--- src/rtl/sdram_arbiter.sv ---
// Two-master arbiter in front of the SDRAM controller's Avalon-MM slave: video reader (m0) has priority, draw port (m1) gets bounded starvation.
// Optional macro SDRAM_ARB_STATS_EN builds the grant/stall counters; otherwise the stat ports are tied to zero.
module sdram_arbiter #(
  parameter int ADDR_W      = 25,
  parameter int DATA_W      = 16,
  parameter int MAX_PENDING = 8,
  parameter int MAX_CONSEC  = 4
) (
  input  logic                CLOCK_50,
  input  logic                reset,
  input  logic [ADDR_W-1:0]   m0_address,
  input  logic                m0_read,
  output logic                m0_waitrequest,
  output logic [DATA_W-1:0]   m0_readdata,
  output logic                m0_readdatavalid,
  input  logic [ADDR_W-1:0]   m1_address,
  input  logic                m1_read,
  input  logic                m1_write,
  input  logic [DATA_W-1:0]   m1_writedata,
  input  logic [DATA_W/8-1:0] m1_byteenable,
  output logic                m1_waitrequest,
  output logic [DATA_W-1:0]   m1_readdata,
  output logic                m1_readdatavalid,
  output logic [ADDR_W-1:0]   sd_address,
  output logic                sd_read,
  output logic                sd_write,
  output logic [DATA_W-1:0]   sd_writedata,
  output logic [DATA_W/8-1:0] sd_byteenable,
  input  logic                sd_waitrequest,
  input  logic [DATA_W-1:0]   sd_readdata,
  input  logic                sd_readdatavalid,
  output logic                err_orphan,
  output logic [15:0]         stat_m0_grants,
  output logic [15:0]         stat_m1_grants,
  output logic [15:0]         stat_stall,
  output logic                dbg_state
);
  // Handshake: a master's request is taken in the single cycle its waitrequest is low;
  // the sd_* command is then held until the controller drops sd_waitrequest.
  localparam int BE_W = DATA_W / 8;
  localparam int PW   = $clog2(MAX_PENDING);
  localparam int CW   = PW + 1;
  localparam int KW   = $clog2(MAX_CONSEC + 1);
  localparam logic [CW-1:0] MAX_P = CW'(MAX_PENDING);
  localparam logic [KW-1:0] MAX_K = KW'(MAX_CONSEC);

  typedef enum logic {IDLE = 1'b0, ISSUE = 1'b1} state_t;

  state_t                 state_q, state_d;
  logic [KW-1:0]          consec_q, consec_d;
  logic [MAX_PENDING-1:0] tag_q, tag_d;
  logic [PW-1:0]          wr_ptr_q, wr_ptr_d, rd_ptr_q, rd_ptr_d;
  logic [CW-1:0]          count_q, count_d;
  logic [ADDR_W-1:0]      sd_address_q, sd_address_d;
  logic                   sd_read_q, sd_read_d, sd_write_q, sd_write_d;
  logic [DATA_W-1:0]      sd_writedata_q, sd_writedata_d;
  logic [BE_W-1:0]        sd_byteenable_q, sd_byteenable_d;
  logic [DATA_W-1:0]      rdata_q, rdata_d;
  logic                   m0_rdv_q, m0_rdv_d, m1_rdv_q, m1_rdv_d;
  logic                   err_orphan_q, err_orphan_d;
  logic                   gnt0, gnt1, push, pop, room, m0_elig, m1_elig, m1_req;

  always_comb begin
    state_d         = state_q;
    consec_d        = consec_q;
    tag_d           = tag_q;
    wr_ptr_d        = wr_ptr_q;
    rd_ptr_d        = rd_ptr_q;
    count_d         = count_q;
    sd_address_d    = sd_address_q;
    sd_read_d       = sd_read_q;
    sd_write_d      = sd_write_q;
    sd_writedata_d  = sd_writedata_q;
    sd_byteenable_d = sd_byteenable_q;
    rdata_d         = rdata_q;
    err_orphan_d    = err_orphan_q;
    gnt0            = 1'b0;
    gnt1            = 1'b0;
    m1_req          = m1_read | m1_write;
    room            = count_q < MAX_P;
    m0_elig         = m0_read & room;
    m1_elig         = m1_read ? room : m1_write;

    unique case (state_q)
      IDLE: begin
        if (m1_elig && (!m0_read || consec_q == MAX_K)) gnt1 = 1'b1;
        else if (m0_elig)                               gnt0 = 1'b1;
        else if (m1_elig)                               gnt1 = 1'b1;

        if (gnt1 || !m1_req)             consec_d = '0;
        else if (gnt0 && consec_q != MAX_K) consec_d = consec_q + KW'(1);

        if (gnt0) begin
          state_d         = ISSUE;
          sd_address_d    = m0_address;
          sd_read_d       = 1'b1;
          sd_write_d      = 1'b0;
          sd_writedata_d  = '0;
          sd_byteenable_d = '1;
        end else if (gnt1) begin
          state_d         = ISSUE;
          sd_address_d    = m1_address;
          sd_read_d       = m1_read;
          sd_write_d      = ~m1_read;
          sd_writedata_d  = m1_writedata;
          sd_byteenable_d = m1_byteenable;
        end
      end
      ISSUE: begin
        if (!sd_waitrequest) begin
          state_d    = IDLE;
          sd_read_d  = 1'b0;
          sd_write_d = 1'b0;
        end
      end
      default: state_d = IDLE;
    endcase

    // Tag FIFO remembers which master owns each outstanding read, in issue order.
    push = gnt0 | (gnt1 & m1_read);
    pop  = sd_readdatavalid & (count_q != '0);
    if (push) begin
      tag_d[wr_ptr_q] = gnt1;
      wr_ptr_d        = wr_ptr_q + PW'(1);
    end
    if (pop) begin
      rd_ptr_d = rd_ptr_q + PW'(1);
      rdata_d  = sd_readdata;
    end
    unique case ({push, pop})
      2'b10:   count_d = count_q + CW'(1);
      2'b01:   count_d = count_q - CW'(1);
      default: count_d = count_q;
    endcase
    m0_rdv_d = pop & ~tag_q[rd_ptr_q];
    m1_rdv_d = pop &  tag_q[rd_ptr_q];
    if (sd_readdatavalid && count_q == '0) err_orphan_d = 1'b1;

    m0_waitrequest = ~gnt0;
    m1_waitrequest = ~gnt1;
  end

  always_ff @(posedge CLOCK_50 or posedge reset) begin
    if (reset) begin
      state_q         <= IDLE;
      consec_q        <= '0;
      tag_q           <= '0;
      wr_ptr_q        <= '0;
      rd_ptr_q        <= '0;
      count_q         <= '0;
      sd_address_q    <= '0;
      sd_read_q       <= 1'b0;
      sd_write_q      <= 1'b0;
      sd_writedata_q  <= '0;
      sd_byteenable_q <= '0;
      rdata_q         <= '0;
      m0_rdv_q        <= 1'b0;
      m1_rdv_q        <= 1'b0;
      err_orphan_q    <= 1'b0;
    end else begin
      state_q         <= state_d;
      consec_q        <= consec_d;
      tag_q           <= tag_d;
      wr_ptr_q        <= wr_ptr_d;
      rd_ptr_q        <= rd_ptr_d;
      count_q         <= count_d;
      sd_address_q    <= sd_address_d;
      sd_read_q       <= sd_read_d;
      sd_write_q      <= sd_write_d;
      sd_writedata_q  <= sd_writedata_d;
      sd_byteenable_q <= sd_byteenable_d;
      rdata_q         <= rdata_d;
      m0_rdv_q        <= m0_rdv_d;
      m1_rdv_q        <= m1_rdv_d;
      err_orphan_q    <= err_orphan_d;
    end
  end

  assign sd_address       = sd_address_q;
  assign sd_read          = sd_read_q;
  assign sd_write         = sd_write_q;
  assign sd_writedata     = sd_writedata_q;
  assign sd_byteenable    = sd_byteenable_q;
  assign m0_readdata      = rdata_q;
  assign m1_readdata      = rdata_q;
  assign m0_readdatavalid = m0_rdv_q;
  assign m1_readdatavalid = m1_rdv_q;
  assign err_orphan       = err_orphan_q;
  assign dbg_state        = state_q;

`ifdef SDRAM_ARB_STATS_EN
  logic [15:0] st_m0_q, st_m0_d, st_m1_q, st_m1_d, st_stall_q, st_stall_d;

  always_comb begin
    st_m0_d    = st_m0_q + {15'd0, gnt0};
    st_m1_d    = st_m1_q + {15'd0, gnt1};
    st_stall_d = st_stall_q + {15'd0, (state_q == ISSUE) & sd_waitrequest};
  end

  always_ff @(posedge CLOCK_50 or posedge reset) begin
    if (reset) begin
      st_m0_q    <= '0;
      st_m1_q    <= '0;
      st_stall_q <= '0;
    end else begin
      st_m0_q    <= st_m0_d;
      st_m1_q    <= st_m1_d;
      st_stall_q <= st_stall_d;
    end
  end

  assign stat_m0_grants = st_m0_q;
  assign stat_m1_grants = st_m1_q;
  assign stat_stall     = st_stall_q;
`else
  assign stat_m0_grants = '0;
  assign stat_m1_grants = '0;
  assign stat_stall     = '0;
`endif
endmodule

--- config.mk ---
export PLATFORM = sky130hd
export DESIGN_NAME = sdram_arbiter
export DESIGN_NICKNAME = d
export VERILOG_FILES = /design/src/rtl/sdram_arbiter.sv
export SDC_FILE = /design/constraint.sdc
export NUM_CORES = 1
export LEC_CHECK = 0
export ABC_CLOCK_PERIOD_IN_PS = 5500
export CAP_MARGIN = 20
export CORE_MARGIN = 8
export CORE_UTILIZATION = 40
export DETAILED_ROUTE_END_ITERATION = 7
export MAX_ROUTING_LAYER = met4
export PLACE_DENSITY = 0.81
export SYNTH_ARGS = -nofsm -noshare
export SYNTH_HDL_FRONTEND = slang
export SYNTH_SLANG_ARGS = --single-unit
export TNS_END_PERCENT = 1
--- constraint.sdc ---
create_clock -name CLOCK_50 -period 5.5 [get_ports CLOCK_50]
set_input_delay 0.825 -clock CLOCK_50 [delete_from_list [all_inputs] [get_ports CLOCK_50]]
set_output_delay 0.825 -clock CLOCK_50 [all_outputs]
set_load 0.1 [all_outputs]
==> impl_metrics.csv, run 1 <==
group,metric,value,unit
run_status,status,"finished clean",
clock_tree,h-tree-depth,3,
floorplan,dieArea,0.0143,sq mm
floorplan,die_w,120,um
floorplan,initial_core_util,40.4,%
floorplan,core,0.0107,sq mm
clock_tree,cts_buffers,9,
grt,grt_pass1_wl,19.2,mm
floorplan,dieHeight,120,um
finish,antenna_cells,0,
clock_tree,cts_sinks,86,
timing,fin_crit,3410,ps
clock_tree,ctsHoldBuffers,0,
setup_path,end_kind,"output pin",
detailed_routing,drc,0,
finish,nets,721,
finish,stdcell_area,0.00602,sq mm
detailed_routing,via_per_inst,4.73,
clock_tree,cts_resized,0,
setup_path,worstPathCellList,"clkdlybuf4s50_1 -> o211ai_1 -> and3b_1 -> buf_4 -> nand2_1 -> buf_4",
grt,grt_start_max_net_pins,58,
placement,place_congestion,0.768,
placement,hpwl,9.19,mm
clock_tree,post_cts_buffers,0,
timing,finalSetupViolCount,0,
floorplan,fp-row-count,38,
timing,rsz0062_at_grt,"no",
detailed_routing,first_iter_violations,155,
clock_tree,clk_pin_slew_worst_paths,70,ps
yosys,synth_area,0.00430,sq mm
timing,setup_slack,2090,ps
setup_path,critPathMaxFanout,38,
timing,hold_viol,0,
worst_hold_path,hold_class,"reg2reg",
finish,stdcell_count,768,
grt,grt.overflow.total,0,
setup_path,cp_common_cell,"buf_4",
floorplan,io_pins,222,
clock_tree,clk_path_buf_depth,2,
run,cap_violations,0,
placement,placed_cell_area,0.00583,sq mm
detailed_routing,ant_nets,0,
yosys,ys_seq_area_share,50.0,%
grt,grt_pass1_vias,3985,
placement,dp_slack,1810,ps
timing,timing.final.crit_share,62.1,%
setup_path,arrival,2590,ps
placement,port_buffers,173,
setup_path,start_kind,"input pin",
setup_path,slowest_stage,"clkdlybuf4s50_1",
timing,slew_violations,0,
yosys,ys_types,40,
detailed_routing,wl_per_cell,15.2,um
yosys,syn_avg_cell_area,9.04,sq um
placement,placed_cells,752,
grt,grt_usage,16.9,%
clock_tree,cts_tree,"done",
detailed_routing,vias,3633,
clock_tree,insertion_delay,340,ps
setup_path,required,4680,ps
yosys,synth_cells,476,
detailed_routing,totalWireLength,11.7,mm
timing,fin_setup_tns,0,ps
finish,area_growth,39.9,%
timing,fmax,293,MHz
timing,slew_headroom,30.4,%
yosys,ys.warnings.count,0,
timing,fin_skew,12.4,ps
detailed_routing,dr.pass1.iters,4,
yosys,synth-seq-cells,86,
timing,tightest_slew,1040,ps
clock_tree,root_buffer,"clkbuf_8",
setup_path,crit_type,"in2out",
grt,grt_antenna_before_repair,0,
finish,layout-drive-gt1-share,4.94,%
setup_path,slowest_delay,560,ps
## per-layer routing
layer / vias up / routed length (um) / global-route usage (%)
met3: 12 / 937 / 5.59
met4: 0 / 129 / 5.07
met1: 1705 / 4840 / 18.3
met2: 167 / 5790 / 28.9
met5: - / 0 / -
li1: 1749 / - / -
## cells in the mapped netlist
cell	n	share of area [%]
conb_1	1	0.087
ha_1	7	2.0
a21boi_0	1	0.17
dfrtp_1	86	50
o2bb2ai_1	1	0.20
a41oi_1	4	0.81
nand3_1	16	1.9
inv_1	5	0.44
o21ai_0	6	0.70
xor2_1	4	0.81
o21bai_1	1	0.17
o21ai_1	1	0.12
xnor2_1	5	1.0
a211oi_1	1	0.17
buf_4	69	12
nor4_2	1	0.29
clkbuf_1	8	0.70
and2_1	3	0.44
and3b_1	1	0.20
or3_4	1	0.26
mux2i_1	1	0.23
a21oi_1	3	0.35
a31o_2	1	0.20
nor2b_1	4	0.58
nand3b_1	2	0.35
buf_1	2	0.17
o22ai_1	2	0.29
a31oi_1	37	5.4
nor2_1	32	2.8
nand2b_1	2	0.29
nor3b_1	1	0.17
or3_1	1	0.15
a21o_1	2	0.35
buf_2	11	1.3
o211ai_1	2	0.35
a31o_1	1	0.20
mux2_2	2	0.52
nand2_1	145	13
nor3_1	1	0.12
mux4_2	2	1.0
## registers in the layout, indices dropped and copies added, names as in the netlist
signal and count:
count_q 4, consec_q 3, sd_writedata 16, sd_write 1
sd_byteenable 2, m1_readdatavalid 1, rd_ptr_q 3, sd_address 25
dbg_state 1, m0_readdata 16, err_orphan 1, m0_readdatavalid 1
tag_q 8, wr_ptr_q 3, sd_read 1
## placed cells by master, fill, tap and decap left out, drive strengths merged, types with 3 or more instances in the layout
cell           count
buf                8
nor2b              4
clkbuf            11
inv                4
nand3             16
and2               3
ha                 7
clkinv             4
a21oi              3
o21ai              7
clkdlybuf4s50    171
dfrtp             86
conb              48
nor2              32
a31oi             37
nand2            145
xor2               4
xnor2              5
a41oi              4
## path summary, 6_finish.rpt
| path | start | end | slack, ps | cells past startpoint |
|---|---|---|---|---|
| max | m1_read | m0_waitrequest | 2090 | 6 |
| min | sd_writedata[12] | sd_writedata[12] | 470 | 2 |
| max reg2reg | count_q[3] | count_q[2] | 2750 | 11 |
| min reg2reg | sd_writedata[12] | sd_writedata[12] | 470 | 2 |
| max in group asynchronous | reset | sd_address[11] | 3600 | 3 |
| min in group asynchronous | reset | sd_writedata[10] | 860 | 2 |
## worst max-delay path: cells and delay by family
kind	cells	cell delay, ps
AOI/OAI and AO/OA	1	270
buffers and inverters	3	1170
and+or+nand+nor	2	310
## per-stage QoR
| step | utilization [%] | hold slack [ps] |
|---|---|---|
| after floorplan | - | 466 |
| after global placement | 54.7 | 443 |
| after detailed placement | 54.7 | 455 |
| after CTS | 56.5 | 475 |
| after global routing | 56.5 | 488 |
| final | 56.5 | 466 |
## layout make-up
cell class / count / area [sq um]
Timing Repair Buffer: 179 / 1770
Sequential cell: 86 / 2150
Inverter: 5 / 20.0
Tap cell: 140 / 175
Multi-Input combinational cell: 342 / 1710
Clock buffer: 11 / 131
Clock inverter: 5 / 60.1
Fill cell: 936 / 4630
## kinds of logic (layout without fill, tap and decap cells)
group	Yosys count	after routing	synth area share [%]
AO/OA/AOI/OAI	63	63	9.48
XOR/XNOR	9	9	1.83
adder cells (fa/ha/maj)	7	7	2.03
buffers and inverters	95	200	14.6
flip-flops	86	86	50.0
multiplexers	5	5	1.80
other	1	48	0.0871
AND/OR/NAND/NOR	210	210	20.1
Power of run 1 is left out: the tool's default activity adds up to more than one toggle a clock period on the data nets, which glitch-free logic cannot reach.
==> inputs of run 2 (changes only) <==
Settings changed: ABC_CLOCK_PERIOD_IN_PS 5500 to 2800, CORE_UTILIZATION 40 to 36, PLACE_DENSITY 0.81 to 0.77.
Clock period 5.5 ns to 2.8 ns, I/O delays scaled along.
==> run 2 against run 1 <==
Via count increased by 1.2%. Die area is 9.6% higher. Register-to-register slack got worse by 2200 ps. Critical path type unchanged.
==> impl_metrics.csv, run 2 (synthesis results as in run 1) <==
group,metric,value,unit
clock_tree,cts_tree,"done",
grt,grt_usage,15.7,%
detailed_routing,totalWireLength,11.8,mm
worst_hold_path,hold_depth,2,
setup_path,r2r_cells,10,
clock_tree,clk_path_buf_depth,2,
clock_tree,root_buffer,"clkbuf_16",
placement,place_congestion,0.791,
floorplan,io_pins,222,
floorplan,fp-row-count,40,
grt,grt.overflow.total,0,
placement,port_buffers,173,
setup_path,start_kind,"input pin",
detailed_routing,via_per_inst,4.71,
floorplan,die_w,125,um
grt,grt_pass1_wl,19.5,mm
timing,slew_violations,0,
setup_path,crit_type,"in2out",
timing,fmax,398,MHz
finish,nets,727,
run,cap_violations,0,
clock_tree,h-tree-depth,3,
finish,ff_latch_area,0.00215,sq mm
clock_tree,cts_sinks,86,
finish,area_growth,40.3,%
worst_hold_path,hold_class,"reg2reg",
clock_tree,clk_pin_slew_worst_paths,60,ps
timing,fin_crit,2510,ps
setup_path,end_kind,"output pin",
finish,stdcell_area,0.00604,sq mm
finish,layout-drive-gt1-share,18.8,%
finish,most-common-layout-cells,"nand2_1, buf_4, clkdlybuf4s50_1",
finish,antenna_cells,0,
detailed_routing,drc,0,
grt,grt_antenna_before_repair,0,
finish,final_common_cell,"nand2_1",
clock_tree,ctsHoldBuffers,0,
setup_path,arrival,2090,ps
timing,fin_setup_tns,0,ps
clock_tree,post_cts_buffers,0,
clock_tree,cts_buffers,9,
grt,grt_start_max_net_pins,87,
detailed_routing,first_iter_violations,154,
floorplan,dieArea,0.0157,sq mm
timing,hold_viol,0,
detailed_routing,ant_nets,0,
placement,placed_cell_area,0.00573,sq mm
run_status,status,"finished clean",
timing,finalSetupViolCount,0,
floorplan,dieHeight,125,um
detailed_routing,dr.pass1.iters,5,
timing,rsz0062_at_grt,"no",
finish,multi_input_comb_area,0.00171,sq mm
finish,largest_register_ffs,25,
detailed_routing,wl_per_cell,15.1,um
timing,timing.final.crit_share,89.7,%
setup_path,required,2380,ps
grt,grt_pass1_vias,3955,
finish,fill_cells,1081,
placement,hpwl,9.17,mm
timing,fin_skew,7.12,ps
detailed_routing,vias,3675,
clock_tree,cts_resized,0,
clock_tree,insertion_delay,330,ps
setup_path,critPathMaxFanout,38,
floorplan,initial_core_util,36.3,%
floorplan,core,0.0119,sq mm
==> run 2: cell count changes in the layout (fill, tap and decap cells not counted), sizes merged <==
cell,before,now
clkbuf,11,12
buf,8,95
clkinv,4,2
clkdlybuf4s50,171,90
==> run 2: layout make-up <==
cell class	instances	area share (%)
clock buffer	12	4.41
clock inverter	3	0.704
inverter	5	0.331
multi-input combinational	342	28.3
sequential	86	35.6
tap	147	3.05
timing repair buffer	185	27.6
==> run 2: final timing paths <==
kind	startpoint	endpoint	slack (ps)
min reg2reg	sd_writedata[5]	sd_writedata[5]	470
max in group asynchronous	reset	dbg_state	1940
min in group asynchronous	reset	m0_readdata[11]	510
max reg2reg	count_q[1]	count_q[2]	510
max	m1_read	m0_waitrequest	290
min	sd_writedata[5]	sd_writedata[5]	470
==> run 2: critical path: stages <==
cell             delay [ps]
clkdlybuf4s50_1         470
o211ai_1                240
and3b_1                 220
buf_4                   380
nand2_1                 160
buf_12                  190
==> run 2: metal layers <==
layer  vias to the layer above  wire length [um]  global-route usage [%]
met2                       180              5730                    26.3
li1                       1762                 -                       -
met1                      1719              4900                    17.0
met4                         0               150                    4.73
met5                         -                 0                       -
met3                        14              1000                    5.99
==> run 2: per-stage QoR <==
| step | utilization, % | std cells | hold WS [ps] | setup slack (ps) |
|---|---|---|---|---|
| 5_1_grt | 50.9 | 780 | 488 | 208 |
| 6_report | 50.9 | 780 | 468 | 289 |
| 3_3_place_gp | 48.3 | 765 | 449 | 261 |
| 3_5_place_dp | 48.3 | 765 | 457 | 128 |
| 2_1_floorplan | - | 523 | 466 | 158 |
| 4_1_cts | 50.9 | 780 | 471 | 291 |
Power of run 2 is left out for the same reason.
==> inputs of run 3 (changes only) <==
Settings changed: GPL_TIMING_DRIVEN from default to 0, MAX_ROUTING_LAYER met4 to default.
==> run 3 against run 2 <==
Register-to-register slack lost 300 ps. Critical path depth is the same. Critical path type unchanged. Setup slack lost 190 ps. Final cell count grew 9.7%. Largest cell class is now non-clock buffers.
==> impl_metrics.csv, run 3 (synthesis results as in run 1) <==
group,metric,value,unit
floorplan,dieHeight,125,um
timing,fin_setup_tns,0,ps
detailed_routing,vias,3922,
detailed_routing,wl_per_cell,15.3,um
setup_path,reg2reg_to,"count_q[2]",
setup_path,critPathMaxFanout,19,
clock_tree,cts_sinks,86,
setup_path,slowest_stage,"clkdlybuf4s15_2",
setup_path,crit_type,"in2out",
finish,antenna_cells,0,
floorplan,io_pins,222,
timing,fin_skew,6.73,ps
setup_path,ff2ff_setup_slack,210,ps
placement,hpwl,10.6,mm
grt,grt_pass1_vias,4327,
timing,fmax,370,MHz
finish,nets,803,
timing,hold_viol,0,
floorplan,fp-row-count,40,
clock_tree,post_cts_buffers,0,
grt,grt.overflow.total,0,
clock_tree,insertion_delay,330,ps
timing,slew_violations,0,
clock_tree,ctsHoldBuffers,0,
setup_path,required,2380,ps
clock_tree,cts_buffers,9,
finish,final_common_cell,"clkdlybuf4s50_1",
clock_tree,cts_tree,"done",
run,cap_violations,0,
clock_tree,h-tree-depth,3,
clock_tree,clk_path_buf_depth,2,
setup_path,arrival,2280,ps
setup_path,end_kind,"output pin",
floorplan,core,0.0119,sq mm
grt,grt_usage,16.9,%
placement,dp_slack,-847,ps
timing,setup_slack,100,ps
detailed_routing,first_iter_violations,208,
finish,layout-drive-gt1-share,15.0,%
clock_tree,clk_pin_slew_worst_paths,60,ps
grt,grt_start_max_net_pins,53,
setup_path,start_kind,"input pin",
grt,grt_antenna_before_repair,0,
finish,most-common-layout-cells,"clkdlybuf4s50_1, nand2_1, dfrtp_1",
timing,rsz0062_at_grt,"yes",
run_status,status,"finished clean",
timing,timing.final.crit_share,96.4,%
finish,stdcell_area,0.00678,sq mm
floorplan,dieArea,0.0157,sq mm
timing,slew_headroom,30.7,%
timing,finalSetupViolCount,0,
detailed_routing,via_per_inst,4.58,
placement,place_congestion,0.751,
detailed_routing,dr.pass1.iters,4,
floorplan,initial_core_util,36.3,%
grt,grt_pass1_wl,21.7,mm
placement,port_buffers,173,
setup_path,worstPathCellList,"clkdlybuf4s50_1 -> o211ai_1 -> and3b_1 -> clkbuf_4 -> nand2_1 -> clkdlybuf4s15_2",
finish,area_growth,57.4,%
detailed_routing,ant_nets,0,
clock_tree,cts_resized,7,
detailed_routing,totalWireLength,13.1,mm
setup_path,r2r-start,"count_q[1]",
placement,placed_cell_area,0.00643,sq mm
finish,largest_register_ffs,25,
worst_hold_path,hold_class,"in2async",
timing,fin_crit,2700,ps
clock_tree,root_buffer,"clkbuf_16",
setup_path,slowest_delay,470,ps
timing,tightest_slew,1040,ps
detailed_routing,drc,0,
setup_path,r2r_cells,10,
floorplan,die_w,125,um
run 3: area by class of cell:
class                   count  area (sq um)
fillers                  1063          5080
flip-flops and latches     86          2150
repair buffers            174          1760
multi-input cells         342          1710
plain buffers              87           603
clock buffers              11           233
well taps                 147           184
clock inverters             4           120
inverters                   5          21.3
run 3: worst max path at each step:
stage,end,from,cells past startpoint
3_3_place_gp,sd_address[13],reset,2
2_1_floorplan,consec_q[0],reset,1
3_5_place_dp,m0_waitrequest,m1_write,7
5_1_grt,m0_waitrequest,consec_q[0],7
4_1_cts,m1_waitrequest,m1_read,8
6_report,m0_waitrequest,m1_write,6
run 3: per-layer routing:
metal | GRT usage, % | part of all wire (%)
met2 | 29.6 | 49
met3 | 8.24 | 11
met4 | 4.73 | 1.0
met1 | 17.5 | 39
met5 | 0 | 0
run 3: worst max-delay path, delay by kind of cell:
kind	cells	cell delay, ps
buffers and inverters	3	1230
and+or+nand+nor	2	370
AOI/OAI and AO/OA	1	240
run 3: metrics by stage:
stage | cells | util, % | hold WS [ps]
2_1_floorplan | 523 | - | 466
3_3_place_gp | 843 | 53.9 | 438
3_5_place_dp | 844 | 54.2 | 457
4_1_cts | 858 | 57.2 | 471
5_1_grt | 856 | 57.1 | 478
6_report | 856 | 57.1 | 462
Power of run 3 is left out for the same reason.
